[config.mk]
export PLATFORM = sky130hd
export DESIGN_NAME = traffic_ctrl_param
export DESIGN_NICKNAME = d
export VERILOG_FILES = /design/src/rtl/traffic_ctrl_param.sv
export SDC_FILE = /design/constraint.sdc
export NUM_CORES = 1
export LEC_CHECK = 0
export CORE_MARGIN = 5
export CORE_UTILIZATION = 25
export CTS_BUF_LIST = sky130_fd_sc_hd__clkbuf_8
export CTS_CLUSTER_DIAMETER = 50
export CTS_CLUSTER_SIZE = 8
export DETAILED_ROUTE_END_ITERATION = 8
export GPL_TIMING_DRIVEN = 0
export PLACE_DENSITY = 0.44
export SETUP_SLACK_MARGIN = 0.1
export SLEW_MARGIN = 15
export SYNTH_ARGS = -nofsm -noshare
export SYNTH_HDL_FRONTEND = slang
export SYNTH_SLANG_ARGS = --single-unit
[constraint.sdc]
create_clock -name clk -period 4.9 [get_ports clk]
set_input_delay 1.47 -clock clk [delete_from_list [all_inputs] [get_ports clk]]
set_output_delay 1.47 -clock clk [all_outputs]
set_load 0.02 [all_outputs]
[src/rtl/traffic_ctrl_param.sv]
// traffic_ctrl_param: highway/local road signal controller with flash mode
module traffic_ctrl_param #(
  parameter int HWY_MIN_GRN = 16,
  parameter int Y2R_DEL     = 3,
  parameter int R2G_DEL     = 2,
  parameter int LCL_MAX_GRN = 32,
  parameter int FLASH_HALF  = 8,
  parameter int TW          = 8
) (
  input  logic       clk,
  input  logic       clr,
  input  logic       X,
  input  logic       flash,
  output logic [1:0] hwy,
  output logic [1:0] lcl,
  output logic [2:0] state,
  output logic       tmo
);
  localparam logic [2:0] S_HG  = 3'd0;
  localparam logic [2:0] S_HY  = 3'd1;
  localparam logic [2:0] S_AR1 = 3'd2;
  localparam logic [2:0] S_LG  = 3'd3;
  localparam logic [2:0] S_LY  = 3'd4;
  localparam logic [2:0] S_AR2 = 3'd5;
  localparam logic [2:0] S_FL  = 3'd6;
  localparam logic [1:0] RED = 2'b00, YEL = 2'b01, GRN = 2'b10, OFF = 2'b11;
  localparam logic [TW-1:0] T_HG = TW'(HWY_MIN_GRN - 1);
  localparam logic [TW-1:0] T_Y  = TW'(Y2R_DEL - 1);
  localparam logic [TW-1:0] T_R  = TW'(R2G_DEL - 1);
  localparam logic [TW-1:0] T_L  = TW'(LCL_MAX_GRN - 1);
  localparam logic [TW-1:0] T_F  = TW'(FLASH_HALF - 1);
  logic [2:0]    r_state, w_nxt;
  logic [TW-1:0] r_timer, w_load;
  logic          r_req, r_phase, r_tmo;
  logic          w_t0, w_enter;
  assign w_t0    = r_timer == '0;
  assign w_enter = w_nxt != r_state;
  // next state: flash overrides everything, otherwise timer/car driven sequence
  always_comb begin
    w_nxt = r_state;
    if (flash) w_nxt = S_FL;
    else
      case (r_state)
        S_HG:    w_nxt = (w_t0 && (r_req || X)) ? S_HY : S_HG;
        S_HY:    w_nxt = w_t0 ? S_AR1 : S_HY;
        S_AR1:   w_nxt = w_t0 ? S_LG : S_AR1;
        S_LG:    w_nxt = (!X || w_t0) ? S_LY : S_LG;
        S_LY:    w_nxt = w_t0 ? S_AR2 : S_LY;
        S_AR2:   w_nxt = w_t0 ? S_HG : S_AR2;
        S_FL:    w_nxt = S_AR2;
        default: w_nxt = S_HG;
      endcase
  end
  // dwell reload value for the state being entered
  always_comb begin
    w_load = (w_nxt == S_HG) ? T_HG :
             (w_nxt == S_HY || w_nxt == S_LY) ? T_Y :
             (w_nxt == S_AR1 || w_nxt == S_AR2) ? T_R :
             (w_nxt == S_LG) ? T_L : T_F;
  end
  // state register
  always_ff @(posedge clk or negedge clr)
    if (!clr) r_state <= S_HG;
    else r_state <= w_nxt;
  // shared down-timer; in flash it recycles each half period
  always_ff @(posedge clk or negedge clr)
    if (!clr) r_timer <= T_HG;
    else if (w_enter) r_timer <= w_load;
    else if (r_state == S_FL && w_t0) r_timer <= T_F;
    else if (!w_t0) r_timer <= r_timer - TW'(1);
  // local-car request latch, dropped once local green or flash is granted
  always_ff @(posedge clk or negedge clr)
    if (!clr) r_req <= 1'b0;
    else r_req <= (w_nxt == S_LG || w_nxt == S_FL) ? 1'b0 : (r_state == S_HG && X) ? 1'b1 : r_req;
  // flash phase: zero on entry, toggles at each half-period expiry
  always_ff @(posedge clk or negedge clr)
    if (!clr) r_phase <= 1'b0;
    else r_phase <= (r_state == S_FL && w_nxt == S_FL) ? r_phase ^ w_t0 : 1'b0;
  // timeout flag for the first yellow cycle after a max-green local exit
  always_ff @(posedge clk or negedge clr)
    if (!clr) r_tmo <= 1'b0;
    else r_tmo <= r_state == S_LG && w_nxt == S_LY && X && w_t0;
  assign hwy   = (r_state == S_HG) ? GRN : (r_state == S_HY) ? YEL :
                 (r_state == S_FL) ? (r_phase ? OFF : YEL) : RED;
  assign lcl   = (r_state == S_LG) ? GRN : (r_state == S_LY) ? YEL :
                 (r_state == S_FL && r_phase) ? OFF : RED;
  assign state = r_state;
  assign tmo   = r_tmo;
endmodule

## After elaboration in Yosys (flattened, before gate mapping)

Index checks and enable logic that the tools add are counted.
W data, S select, Z words.

- Add/sub/neg operators: 1
- Multipliers: 0
- Div/mod/pow operators: 0
- Magnitude comparators: 0
- Equal/unequal tests: 14
- Shifts and indexed selects: 0
- Multiplexer cells: 25
- Bitwise gates (word level): 1
- Reduce and logical (&&, ||, !) cells: 18

Operator list:

| operator | number |
|---|---|
| $mux W8 | 3 |
| $pmux W3 S7 | 1 |
| $mux W5 | 4 |
| $eq A3 B3 Y1 const B | 6 |
| $mux W2 | 8 |
| $eq A3 B2 Y1 const B | 4 |
| $mux W3 | 3 |
| $logic_and A1 B1 Y1 | 8 |
| $logic_not A8 Y1 | 1 |
| $sub A8 B1 Y8 const B | 1 |
| $eq A3 B1 Y1 const B | 2 |
| $logic_not A3 Y1 | 2 |
| $mux W1 | 6 |
| $logic_or A1 B1 Y1 | 5 |
| $ne A3 B1 Y1 const B | 1 |
| $ne A3 B3 Y1 | 1 |
| $reduce_bool A2 Y1 | 1 |
| $logic_not A1 Y1 | 1 |
| $xor A1 B1 Y1 | 1 |

- Register bits: 14
- Bits in latches: 0
- RAM bits: 0
- Bits in read-only memories: 0
- Input port bits: 4
- Logic and storage cells: 64
- Memories: 0

## Longest topological paths before layout

Gate-level depths: netlist (run 1).

- Depth after elaboration: 11
- Depth in mapped cells: 10

## Worst setup path after synthesis (run 1)

No wires, ideal clock.

- Path kind: input to register
- Start point: input X
- End point: register r_timer[1]
- Setup time: 0.078 ns
- Arrival time: 2.746 ns
- Data required time: 4.822 ns
- Slack: 2.076 ns
- Stages: 7
- Path buffers: 1
- Path through: nor4_1 > a2111oi_0 > o21a_1 > o21a_1 > clkbuf_1 > a211oi_1 > a31o_1

- Longest elaborated chain between the ends: 11

Ends and longest elaborated chain:

| what | line | text |
|---|---|---|
| start, declared | 12 | `input logic X,` |
| $logic_not A1 Y1 / $logic_or A1 B1 Y1 (equally long branches) | 47, 44 |  |
| $logic_or A1 B1 Y1 / $logic_and A1 B1 Y1 (equally long branches) | 47, 44 |  |
| $mux W3 / $mux W1 (equally long branches) | 47, 44 |  |
| $pmux W3 S7 (*) | 43 | `case (r_state)` |
| $mux W3 (*) | 41 | `if (flash) w_nxt = S_FL;` |
| $eq A3 B2 Y1 / $eq A3 B3 Y1 (equally long branches) | 58 | `(w_nxt == S_AR1 \|\| w_nxt == S_AR2) ? T_R :` |
| $logic_or A1 B1 Y1 | 58 |  |
| $mux W5 | 58 |  |
| $mux W5 | 57 | `(w_nxt == S_HY \|\| w_nxt == S_LY) ? T_Y :` |
| $mux W5 | 56 | `w_load = (w_nxt == S_HG) ? T_HG :` |
| $mux W8 | 68 | `else if (w_enter) r_timer <= w_load;` |
| end signal, assigned | 68 |  |
| end signal, assigned | 70 | `else if (!w_t0) r_timer <= r_timer - TW'(1);` |
| end, declared | 33 | `logic [TW-1:0] r_timer, w_load;` |

Mark *: on every way between the ends. The rest lies on a longest branch, timed or not.
A chain may end at the register's enable or synchronous reset.

## Final worst setup path (run 1)

Same ends and word-level chain as after synthesis.

==> results of run 1 <==
[worst paths after layout]
| check | startpoint | end | slack [ns] | cells after the start |
|---|---|---|---|---|
| worst max register to register | r_timer[0]$_DFFE_PN1P_ | r_timer[1]$_DFFE_PN1P_ | 2.51 | 10 |
| max in group asynchronous | clr | r_timer[4]$_DFFE_PN0P_ | 2.81 | 1 |
| worst min-delay path | r_timer[5]$_DFFE_PN0P_ | r_timer[5]$_DFFE_PN0P_ | 0.60 | 2 |
| worst max-delay path | X | r_timer[1]$_DFFE_PN1P_ | 1.20 | 8 |
| min in group asynchronous | clr | state[2]$_DFF_PN0_ | 1.65 | 1 |
| worst min register to register | r_timer[5]$_DFFE_PN0P_ | r_timer[5]$_DFFE_PN0P_ | 0.60 | 2 |
[routing by layer]
| layer | vias to the layer above | part of all wire [%] |
|---|---|---|
| li1 | 462 | - |
| met5 | - | 0 |
| met4 | 0 | 2.0 |
| met3 | 6 | 2.0 |
| met2 | 18 | 46 |
| met1 | 483 | 49 |
[worst max-delay path, cell delays in order]
cell and delay, ns:
clkdlybuf4s50_1 0.62, nor4_1 0.09, a2111oi_0 0.70, o21a_1 0.19, o21a_1 0.10, clkbuf_1 0.38
a211oi_1 0.11, a31o_1 0.21
[cell type report]
type                    count  area [um2]  area share, %
flip-flops and latches     14         355           27.4
clock buffers               4        55.1           4.25
plain buffers               8        50.0           3.86
multi-input cells          93         641           49.4
repair buffers             11         110           8.49
inverters                   6        22.5           1.74
well taps                  50        62.6           4.83
[metrics by stage]
stage / hold WS (ns) / instance area, um2
finish: 0.598 / 1300
global placement: 0.541 / 1240
global route: 0.645 / 1300
CTS: 0.613 / 1300
detailed placement: 0.600 / 1240
floorplan: 0.511 / 1070
[cells in the mapped netlist, types with 2 or more instances]
master / n / share of area (%)
dfstp_2: 4 / 9.8
o21a_1: 4 / 2.8
a2111oi_0: 2 / 1.6
xnor2_1: 2 / 1.6
a21oi_1: 8 / 3.7
a211oi_1: 3 / 2.1
dfrtp_1: 10 / 23
nor2_1: 15 / 5.3
or3_1: 2 / 1.2
buf_6: 2 / 2.1
clkbuf_1: 3 / 1.1
nor2b_1: 3 / 1.8
nor3_1: 5 / 2.3
a21o_1: 3 / 2.1
ha_1: 2 / 2.3
nor4_1: 2 / 1.2
o21ai_0: 4 / 1.9
xor2_1: 4 / 3.3
o31ai_1: 2 / 1.4
nand2_1: 8 / 2.8
inv_1: 6 / 2.1
and2_1: 2 / 1.2
[power groups by stage]
stage / Sequential (W) / Clock (W) / Combinational (W)
finish: 0.000165 / 0.000118 / 0.000194
global placement: 0.000167 / 0 / 0.000194
detailed placement: 0.000167 / 0 / 0.000194
global route: 0.000167 / 0.000124 / 0.000215
floorplan: 0.000163 / 0 / 0.000142
CTS: 0.000164 / 0.000119 / 0.000195
[cell families after synthesis]
kind of cell | after synthesis
adders and majority gates | 2
xor gates and xnor gates | 6
buffers and inverters | 14
DFF | 14
AOI/OAI and AO/OA | 38
muxes | 1
and+or+nand+nor | 46
[flip-flops by register name (all words and copies together) (netlist names)]
register,count
r_phase,1
state,3
r_req,1
r_timer,8
tmo,1
==> flow_summary.ini, run 1 <==
[route]
wl_per_cell_um = 15.0
vias = 969
vias_per_cell = 5.21
first_pass_iters = 4
drtIter0Drc = 38
route.detailed.drc = 0
drt_wl_total_um = 2790
ant_nets = 0

[synth]
synthAdderAreaFrac_pct = 2.34
synth_seq_cells = 14
async_flop_share_pct = 100
ys.flop_type = dfrtp_1
synthMuxAreaShare_pct = 0.937
synth_xor_area_share_pct = 4.92
synth_cells = 121
synthSimpleGateAreaFrac_pct = 24.8
synth-compound-area-share_pct = 26.9
synth_nets = 127
synth_edf_count = 0
ys_seq_area_share_pct = 33.3
synth.avg_cell_area_um2 = 8.83
synthDistinctLibCells = 47
syn_area_um2 = 1070
synth_top_family_by_area = compound AO/OA/AOI/OAI gates
yosysWarnings = 0

[job]
maxCapViolations = 0

[pwr]
power_w = 0.000477
p_int_w = 0.000300
leakagePower_nw = 0.512
p_switching_w = 0.000177
p_seq_share_pct = 34.7
power_frac_comb_pct = 40.6
peakVddDrop_mv = 0.147
p_per_area_nw_per_um2 = 368
pwr-share-clk_pct = 24.7
switching_share_pct = 37.1

[setup_path]
required_ns = 5.08
worst_setup_path_start_kind = input port
crit_type = input port to flop
arrival_ns = 3.88
crit_path_end_kind = flop
crit_fanout = 10

[layout]
final_common_cell = nor2_1
post-route-util_pct = 31.9
drive_gt1_share_pct = 14.7
final_nets = 143
antenna_cells = 0
layout.cells.non_filler = 186
fill_cells = 425
final_cell_mix = 15 x nor2_1, 11 x clkdlybuf4s50_1, 10 x dfrtp_1
area_growth_syn_to_layout_pct = 21.3

[cts]
clock_latency_ns = 0.25
cts_made_buffers = 3
post_cts_buffers = 0
clk_pin_slew_ns = 0.07
cts_max_level = 1
cts_buffer_depth = 2
cts_sinks = 14
hold_buffers = 0
cts_tree = done
cts_root_buf = clkbuf_8
cts.repair.resized = 0

[floorplanning]
die_h_um = 75.4
core_um2 = 4060
placementRows = 23
io_pins = 12
start_util_pct = 26.3
dieArea_um2 = 5680
die_x_um = 75.4

[timing]
final_max_slew_viol_count = 0
finalHoldViolCount = 0
rsz0062_at_grt = no
slew-limit-headroom_pct = 45.4
fmax_mhz = 270
final.setup_skew_ns = 0.00174
fin_crit_sh_pct = 75.5
worst_pin_slew_ns = 0.799
fin_setup_tns_ns = 0
worst_slack_ns = 1.20
final-setup-viol-count = 0
finalCriticalPeriod_ns = 3.70

[grt]
grt_max_degree = 15
met1_usage_pct = 14.7
grt_util_met2_pct = 17.3
grt-busiest-layer = met2
met3_usage_pct = 1.32
globalRouteOverflowTotal = 0
grt_first_pass_wirelength_um = 4740
grt_usage_pct = 10.8
antenna_found_initial = 0
grt_pass1_vias = 990

[placed_design]
port_buffers = 11
gp_congestion = 0.785
pre_cts_ws_ns = 0.938
dp_cells = 182
hpwlAfterDp_um = 2140

[min_path]
worstHoldPathType = flop to flop

[run_status]
status = finished clean
Power figures use the tool's default switching activity.
==> run 2, diff against run 1 <==
PLACE_DENSITY = 0.45   (was 0.44)
clock period = 3.05 ns   (was 4.9 ns; I/O delays follow)
==> flow_summary.ini, run 2 (synthesis gave the netlist of run 1 again) <==
[grt]
grt_first_pass_wirelength_um = 4650
antenna_found_initial = 0
grt_max_degree = 15
grt_pass1_vias = 955
grt_usage_pct = 10.8
globalRouteOverflowTotal = 0

[pwr]
p_int_w = 0.000459
p_per_area_nw_per_um2 = 569
p_seq_share_pct = 36.0
p_switching_w = 0.000280
pwr-share-clk_pct = 21.8
leakagePower_nw = 0.534
power_frac_comb_pct = 42.2
peakVddDrop_mv = 0.233
switching_share_pct = 37.9

[setup_path]
r2r_cells = 9
r2r_start = r_timer[0]$_DFFE_PN1P_
arrival_ns = 1.93
worst-r2r-setup-slack_ns = 0.65
endpoint = hwy[0]
crit_fanout = 8
crit_path_end_kind = output pin
required_ns = 2.13
worst_setup_path_start_kind = flop
critPathLaunch = state[0]$_DFF_PN0_
r2r-end = r_timer[3]$_DFFE_PN1P_
crit_type = flop to output pin

[cts]
cts_max_level = 1
hold_buffers = 0
cts_tree = done
clk_pin_slew_ns = 0.06
cts_root_buf = clkbuf_8
cts_sinks = 14
cts_buffer_depth = 2
clock_latency_ns = 0.25
cts_made_buffers = 3

[min_path]
whs_path_depth = 2
worstHoldPathType = flop to flop

[route]
wl_per_cell_um = 14.8
ant_nets = 0
vias = 926
route.detailed.drc = 0
vias_per_cell = 4.98
first_pass_iters = 4
drtIter0Drc = 25
drt_wl_total_um = 2760

[placed_design]
gp_congestion = 0.762
port_buffers = 11
hpwlAfterDp_um = 2120

[timing]
finalHoldViolCount = 0
final-setup-viol-count = 0
worst_pin_slew_ns = 0.704
slew-limit-headroom_pct = 52.9
final_max_slew_viol_count = 0
rsz0062_at_grt = yes
finalCriticalPeriod_ns = 2.85
final.setup_skew_ns = 0.00545
whs_ns = 0.597
fmax_mhz = 351
fin_crit_sh_pct = 93.4

[job]
maxCapViolations = 0

[layout]
final_common_cell = nor2_1
antenna_cells = 0
max_flop_register = r_timer
post-route-util_pct = 32.0
final_nets = 143
largest_reg_flops = 8
drive_gt1_share_pct = 16.9
final_cell_mix = 15 x nor2_1, 10 x clkdlybuf4s50_1, 9 x dfrtp_1
area_growth_syn_to_layout_pct = 21.7

[floorplanning]
io_pins = 12
placementRows = 23
die_x_um = 75.4
start_util_pct = 26.3
die_h_um = 75.4
core_um2 = 4060
dieArea_um2 = 5680

[run_status]
status = finished clean
## run 2: cell types whose count changed in the layout (fill, tap and decap cells not counted)
cell	delta
a2111oi_0	-1
a2111oi_2	+1
buf_2	+1
clkbuf_1	-1
clkbuf_8	-1
clkdlybuf4s50_1	-1
dfrtp_1	-1
dfrtp_2	+1
dlymetal6s2s_1	+1
inv_1	+1
nor2b_1	-1
nor2b_2	+1
## run 2: worst max-delay path: stages (launching register included)
cell and delay, ns:
dfrtp_1 0.44, nor2b_2 0.18, and2_1 0.14, buf_2 0.22, a21o_1 0.11, clkdlybuf4s50_1 0.59
## run 2: timing repair
item                       CTS  global route
setup endpoints to repair    7             9
gates resized for setup      2             5
setup buffers                0             0
## run 2: cell type report
type	instances	area (um2)
Tap cell	50	62.6
Clock buffer	3	41.3
Inverter	6	22.5
Clock inverter	1	3.75
Sequential cell	14	357
Multi-Input combinational cell	93	649
Fill cell	416	2760
Buffer	8	51.3
Timing Repair Buffer	11	113
## run 2: per-stage QoR
stage / cell area, um2 / setup slack, ns / TNS, ns / total power [W] / instances
final: 1300 / 0.203 / 0 / 0.000739 / 186
after global routing: 1300 / 0.0668 / 0 / 0.000788 / 186
after CTS: 1290 / 0.0717 / 0 / 0.000745 / 186
after detailed placement: 1240 / -0.266 / -1.31 / 0.000578 / 182
after global placement: 1240 / -0.351 / -1.80 / 0.000579 / 182
after floorplan: 1070 / 0.781 / 0 / 0.000490 / 121
## run 2: how the worst min path moves through the flow
stage / from / endpoint
floorplan: r_timer[5]$_DFFE_PN0P_ / r_timer[5]$_DFFE_PN0P_
global placement: r_timer[5]$_DFFE_PN0P_ / r_timer[5]$_DFFE_PN0P_
detailed placement: r_timer[7]$_DFFE_PN0P_ / r_timer[7]$_DFFE_PN0P_
CTS: r_timer[7]$_DFFE_PN0P_ / r_timer[7]$_DFFE_PN0P_
global route: r_timer[5]$_DFFE_PN0P_ / r_timer[5]$_DFFE_PN0P_
finish: r_timer[5]$_DFFE_PN0P_ / r_timer[5]$_DFFE_PN0P_
## run 2: power by group through the flow
| stage | logic [W] | registers (W) | clock network, W |
|---|---|---|---|
| global placement | 0.000312 | 0.000267 | 0 |
| detailed placement | 0.000310 | 0.000267 | 0 |
| CTS | 0.000314 | 0.000264 | 0.000167 |
| floorplan | 0.000228 | 0.000262 | 0 |
| global route | 0.000344 | 0.000273 | 0.000171 |
| finish | 0.000312 | 0.000266 | 0.000161 |
## run 2: metal layers
| layer | share of wire, % | GRT usage [%] | vias to the layer above | routed length (um) |
|---|---|---|---|---|
| li1 | - | - | 462 | - |
| met1 | 48 | 14.4 | 446 | 1320 |
| met2 | 48 | 17.7 | 13 | 1320 |
| met3 | 2.3 | 1.19 | 5 | 64 |
| met4 | 2.1 | 4.66 | 0 | 59 |
| met5 | 0 | 0 | - | 0 |
==> RTL change 1, RTL diff (flow settings as in run 2) <==
The parameter `TW` goes from 8 to 9.
--- a/src/rtl/traffic_ctrl_param.sv
+++ b/src/rtl/traffic_ctrl_param.sv
@@ -5,7 +5,7 @@
   parameter int R2G_DEL     = 2,
   parameter int LCL_MAX_GRN = 32,
   parameter int FLASH_HALF  = 8,
-  parameter int TW          = 8
+  parameter int TW          = 9
 ) (
   input  logic       clk,
   input  logic       clr,
Check against the original RTL: same outputs for any inputs over 10 cycles, from zero or initial values; that may be too few to reach the edited logic, so the function may still have changed.
==> RTL change 1 against run 2 <==
  * Synthesized area rose by 11%
  * First-iteration DRC count increased to 9.2 times the old value
  * Total power increased by 38%
  * Setup slack got worse by 0.046 ns
  * Clock skew shrank 0.0012 ns
  * Sequential power is 19% higher
  * Largest cell class unchanged
  * Wire length is 17% higher
  * Sequential cell count grew 1
  * Design area grew 8.9%
==> RTL change 1: results (changes against run 2) <==
- Result of the run: finished, final reports clean
- The data arrival time of the critical path came to 1.98 ns (+0.05 ns).
- Endpoint, Worst Hold: r_timer[8]
- Capture point of the worst reg-to-reg path: r_timer[1]
* Vias in the first global route: 1124 (+18%)
* Net count of the mapped netlist: 139 (+9.4%)
- The synthesized-area fraction occupied by xor and xnor cells was 3.696% (-1.2 points).
* LEAKAGE: 0.5775 nW (+8.1%)
* Share of the synthesized area in compound gates (AO/OA/AOI/OAI): 24.92% (-2.0 points)
* Sequential share of the synthesized area: 32.10% (-1.2 points)
* Weighted congestion reported at the end of routability-driven placement: 0.9572 (+26%)
* Hpwl dp: 2.434 mm (+15%)
* Average via count per standard cell: 5.535 (+11%)
* Iter 0 DRT Violations: 230 (+820%)
- The number of fillers in the final layout is 491 (+18%).
- The flip-flop count of the largest register, all copies and words added came to 9 (+1).
* Clk_skew: 0.004263 ns (-0.001190 ns)
- IR drop worst, VDD: 0.0002547 V (+9.4%)
- The number of library cell types mapped by synthesis was 50 (+6.4%).
- The arithmetic-cell share of the synthesized area counting full adders, half adders and majority gates came to 2.112% (-0.23 points).
* Worst Hold Launch: r_timer[8]
* Worst path top cell family by delay: buffers and inverters
- The fraction of layout cells with a size suffix above 1 is 18.24% (+1.3 points).
- CTS buffer count: 3 (unchanged)
* Mapped Avg Cell Area: 8.909 µm² (+0.88%)
- The total routing usage reported by global routing came to 11.00% (+0.17 points).
- First-pass GRT wire length: 5.437 mm (+17%)
- Number of diodes added for antenna fixing: 0 (unchanged)
- Total routed wirelength: 3.224 mm (+17%)
- The slew at the pin with the worst max-slew slack came to 0.7448 ns (+0.04116 ns).
- Number of placed cells counting well taps: 198 (+8.8%)
- In the post-synthesis netlist, the biggest area contributors are sky130_fd_sc_hd__dfrtp_1 (23%), sky130_fd_sc_hd__dfstp_2 (8.9%), sky130_fd_sc_hd__o21ai_0 (3.8%).
* Largest net degree at the start of global routing: 16 (+1)
- The worst register-to-register path begins at r_timer[0].
- Final routed wire length divided by cell count: 15.96 µm (+7.6%)
* Worst Path Max Fanout: 10 (+2)
- Cell count of the worst reg-to-reg path: 8 (-1)
- The area after detailed placement came to 1363 µm² (+9.8%).
==> RTL change 1: how the worst max path moves through the flow <==
stage / to / slack (ns)
6_report: hwy[0] / 0.16
5_1_grt: hwy[0] / 0.06
4_1_cts: hwy[0] / 0.10
3_5_place_dp: r_timer[1] / -0.05
3_3_place_gp: r_timer[1] / -0.05
2_1_floorplan: r_timer[0] / 0.57
==> RTL change 1: metal layers <==
layer | share of wire (%) | vias to the layer above | track usage, %
met3 | 4.6 | 9 | 1.927
met4 | 1.4 | 0 | 3.608
li1 | - | 540 | -
met1 | 47 | 534 | 13.98
met2 | 47 | 35 | 18.85
met5 | 0 | - | 0
==> RTL change 1: timing repair <==
action                                  4_1_cts  5_1_grt
resized for setup                             3        2
endpoints found under the setup margin        3        2
endpoints found under the hold margin         0        0
==> RTL change 1: cell type report <==
class	instances	area, µm²	area share (%)
buffer	7	43.79	3.095
clock buffer	3	41.29	2.918
clock inverter	1	5.005	0.3537
inverter	6	22.52	1.592
multi-input combinational	105	743.2	52.52
sequential	15	380.4	26.88
tap	54	67.56	4.775
timing repair buffer	11	111.4	7.869
==> RTL change 1: through the flow <==
stage	util, %	setup slack [ns]	power (W)	hold slack (ns)	TNS (ns)
2_1_floorplan	-	0.5697	0.0007008	0.5522	0
3_3_place_gp	29.23	-0.04940	0.0008545	0.5765	-0.09838
3_5_place_dp	29.23	-0.04906	0.0008581	0.5820	-0.09729
4_1_cts	30.26	0.1001	0.001031	0.5906	0
5_1_grt	30.36	0.06484	0.001109	0.6157	0
6_report	30.36	0.1569	0.001022	0.5844	0
==> RTL change 1: where the power goes <==
| group | switching [W] | internal (W) | leakage (nW) |
|---|---|---|---|
| registers | 0.0000586 | 0.000259 | 0.188 |
| clock network | 0.0000730 | 0.0000905 | 0.0255 |
| logic | 0.000308 | 0.000233 | 0.364 |
==> RTL change 2, RTL diff (config.mk and constraints of run 2) <==
Made on the original files. Register the outputs `hwy` and `lcl`, with the module's reset; this adds one clock of latency there. The other outputs are not delayed to match.
--- a/src/rtl/traffic_ctrl_param.sv
+++ b/src/rtl/traffic_ctrl_param.sv
@@ -80,10 +80,15 @@
   always_ff @(posedge clk or negedge clr)
     if (!clr) r_tmo <= 1'b0;
     else r_tmo <= r_state == S_LG && w_nxt == S_LY && X && w_t0;
-  assign hwy   = (r_state == S_HG) ? GRN : (r_state == S_HY) ? YEL :
-                 (r_state == S_FL) ? (r_phase ? OFF : YEL) : RED;
-  assign lcl   = (r_state == S_LG) ? GRN : (r_state == S_LY) ? YEL :
-                 (r_state == S_FL && r_phase) ? OFF : RED;
+  always_ff @(posedge clk or negedge clr) begin
+    if (!clr) begin
+      hwy <= '0;
+      lcl <= '0;
+    end else begin
+      hwy <= (r_state == S_HG) ? GRN : (r_state == S_HY) ? YEL : (r_state == S_FL) ? (r_phase ? OFF : YEL) : RED;
+      lcl <= (r_state == S_LG) ? GRN : (r_state == S_LY) ? YEL : (r_state == S_FL && r_phase) ? OFF : RED;
+    end
+  end
   assign state = r_state;
   assign tmo   = r_tmo;
 endmodule
Check against the original RTL: not equivalent (Yosys sat finds a counterexample within 4 cycles, from zero or initial values).
==> RTL change 2 against run 2 <==
  * Synthesized area grew 1.9%
  * Combinational power shrank 2%
  * Sequential cell count is 4 higher
  * Worst hold slack worse by 0.033 ns
  * Highest routed layer unchanged
  * Non-clock buffer count down 3
  * Total power is 14% higher
  * Wire length down 9.5%
  * Count of clock-buffer cells in the layout is 1 higher
  * Design area up 1.4%
  * Utilization is 1.3 points lower
  * Global-route usage fell by 1.8 points
  * Die area grew 1.6%
  * Critical path depth increased by 2
  * Setup slack better by 0.16 ns
==> RTL change 2: results (changes against run 2) <==
- The number of library cell types mapped by synthesis came to 44 (-6.4%).
* Adder-cell share of the synthesized area: 2.299% (-0.043 points)
- The worst clock skew was 0.004923 ns (-0.0005292 ns).
- Met3 usage: 1.773% (+0.59 points)
- Weighted congestion reported at the end of routability-driven placement: 0.7743 (+1.7%)
- The average cell area after synthesis was 9.147 µm² (+3.6%).
- The data arrival time of the critical path is 2.84 ns (+0.91 ns).
- The number of antenna diodes was 0 (unchanged).
- The worst hold slack across all endpoints is 0.5642 ns (-0.03294 ns).
- The detailed-placement wirelength estimate came to 1.943 mm (-8.5%).
- Global-route usage over all layers: 9.062% (-1.8 points)
- The power dissipated in the clock network is 0.000196 W (+22%).
- Cell internal pwr: 0.0005399 W (+18%)
* Net count of the mapped netlist: 125 (-1.6%)
* LEAKAGE: 0.5259 nW (-1.6%)
- The synthesized-area fraction occupied by xor and xnor cells is 5.632% (+0.71 points).
* IR drop worst, VDD: 0.0001643 V (-29%)
* Iter 0 DRT Violations: 16 (-36%)
- The run finished with clean final reports.
- Area growth from synthesis to layout: 21.15%
- Share of the synthesized area in compound gates (AO/OA/AOI/OAI): 16.55% (-10 points)
- CTS resizes: 0 (-2)
- The number of warning messages in the yosys log was 0 (unchanged).
- The area after detailed placement came to 1264 µm² (+1.8%).
- Largest stage delay, worst path: 0.51 ns (-0.08 ns)
- The final net count came to 141 (-1.4%).
- Clock Sinks: 18 (+4)
- The startpoint identified for the worst hold timing path is r_phase.
- The slack of the worst reg-to-reg path came to 0.59 ns (-0.06 ns).
* Sequential share of power: 40.4% (+4.4 points)
- Largest net degree at the start of global routing: 19 (+4)
* Endpoint, Worst Hold: lcl[1]
- The kind of cell with the highest combined delay along the critical path is compound AO/OA/AOI/OAI gates.
- The share of cell area taken by muxes after synthesis came to 1.839% (+0.90 points).
- Met1 track demand over resource: 10.04% (-4.4 points)
* Share of post-route cells with drive strength above 1: 17.16% (+0.25 points)
- The final-report max-slew violation count was 0 (unchanged).
- List of most frequent post-synthesis cells: sky130_fd_sc_hd__dfrtp_1 (14), sky130_fd_sc_hd__nor2_1 (12), sky130_fd_sc_hd__nor3_1 (9)
- The length in cells of the worst reg-to-reg path is 8 (-1).
* Vias in the first global route: 975 (+2.1%)
* Transition time of the tightest slew-check pin: 0.8539 ns (+0.1502 ns)
- The part of the Yosys area used for sequential elements came to 41.84% (+8.6 points).
- Total routed wirelength: 2.499 mm (-9.5%)
- In this run the critical register-to-register path is captured at r_timer[1].
==> RTL change 2: cell families (layout without fill, tap and decap cells) <==
family	count (synthesis)	count (layout)
fa+ha+maj	2	2
compound gates	24	24
simple gates	56	56
flops	18	18
buf+inv	10	25
mux	2	2
xor+xnor	7	7
==> RTL change 2: worst max-delay path by stage <==
stage / startpoint / endpoint / slack (ns) / cells after the start
floorplan: X / r_timer[2] / 0.85 / 7
CTS: flash / r_timer[1] / 0.34 / 7
global placement: flash / r_timer[1] / 0.06 / 7
finish: flash / r_timer[1] / 0.36 / 7
detailed placement: flash / r_timer[1] / 0.08 / 7
global route: flash / r_timer[1] / 0.18 / 6
==> RTL change 2: tightest hold or removal path, cell delays in order, from the launching register on <==
cell                      delay (ns)
sky130_fd_sc_hd__dfrtp_1        0.38
sky130_fd_sc_hd__a21oi_1        0.07
sky130_fd_sc_hd__nor2_1         0.08
==> RTL change 2: metal layers <==
metal	share of wire (%)	routed length [µm]
met5	0	0
met4	1.9	48
met3	3.2	79
met2	51	1283
met1	44	1088
==> RTL change 2: final cells by class <==
class | instances | area, µm² | area share, %
tap | 52 | 65.06 | 4.934
sequential | 18 | 455.4 | 34.54
buffer | 5 | 23.77 | 1.803
clock buffer | 4 | 55.05 | 4.175
timing repair buffer | 11 | 110.1 | 8.349
multi-input combinational | 91 | 590.6 | 44.78
inverter | 5 | 18.77 | 1.423
==> RTL change 2: through the flow <==
stage / setup slack, ns / power (W) / utilization [%]
2_1_floorplan: 0.8475 / 0.0005639 / -
3_3_place_gp: 0.06117 / 0.0006536 / 29.43
3_5_place_dp: 0.08177 / 0.0006546 / 29.43
4_1_cts: 0.3386 / 0.0008560 / 30.71
5_1_grt: 0.1771 / 0.0009092 / 30.71
6_report: 0.3629 / 0.0008434 / 30.71
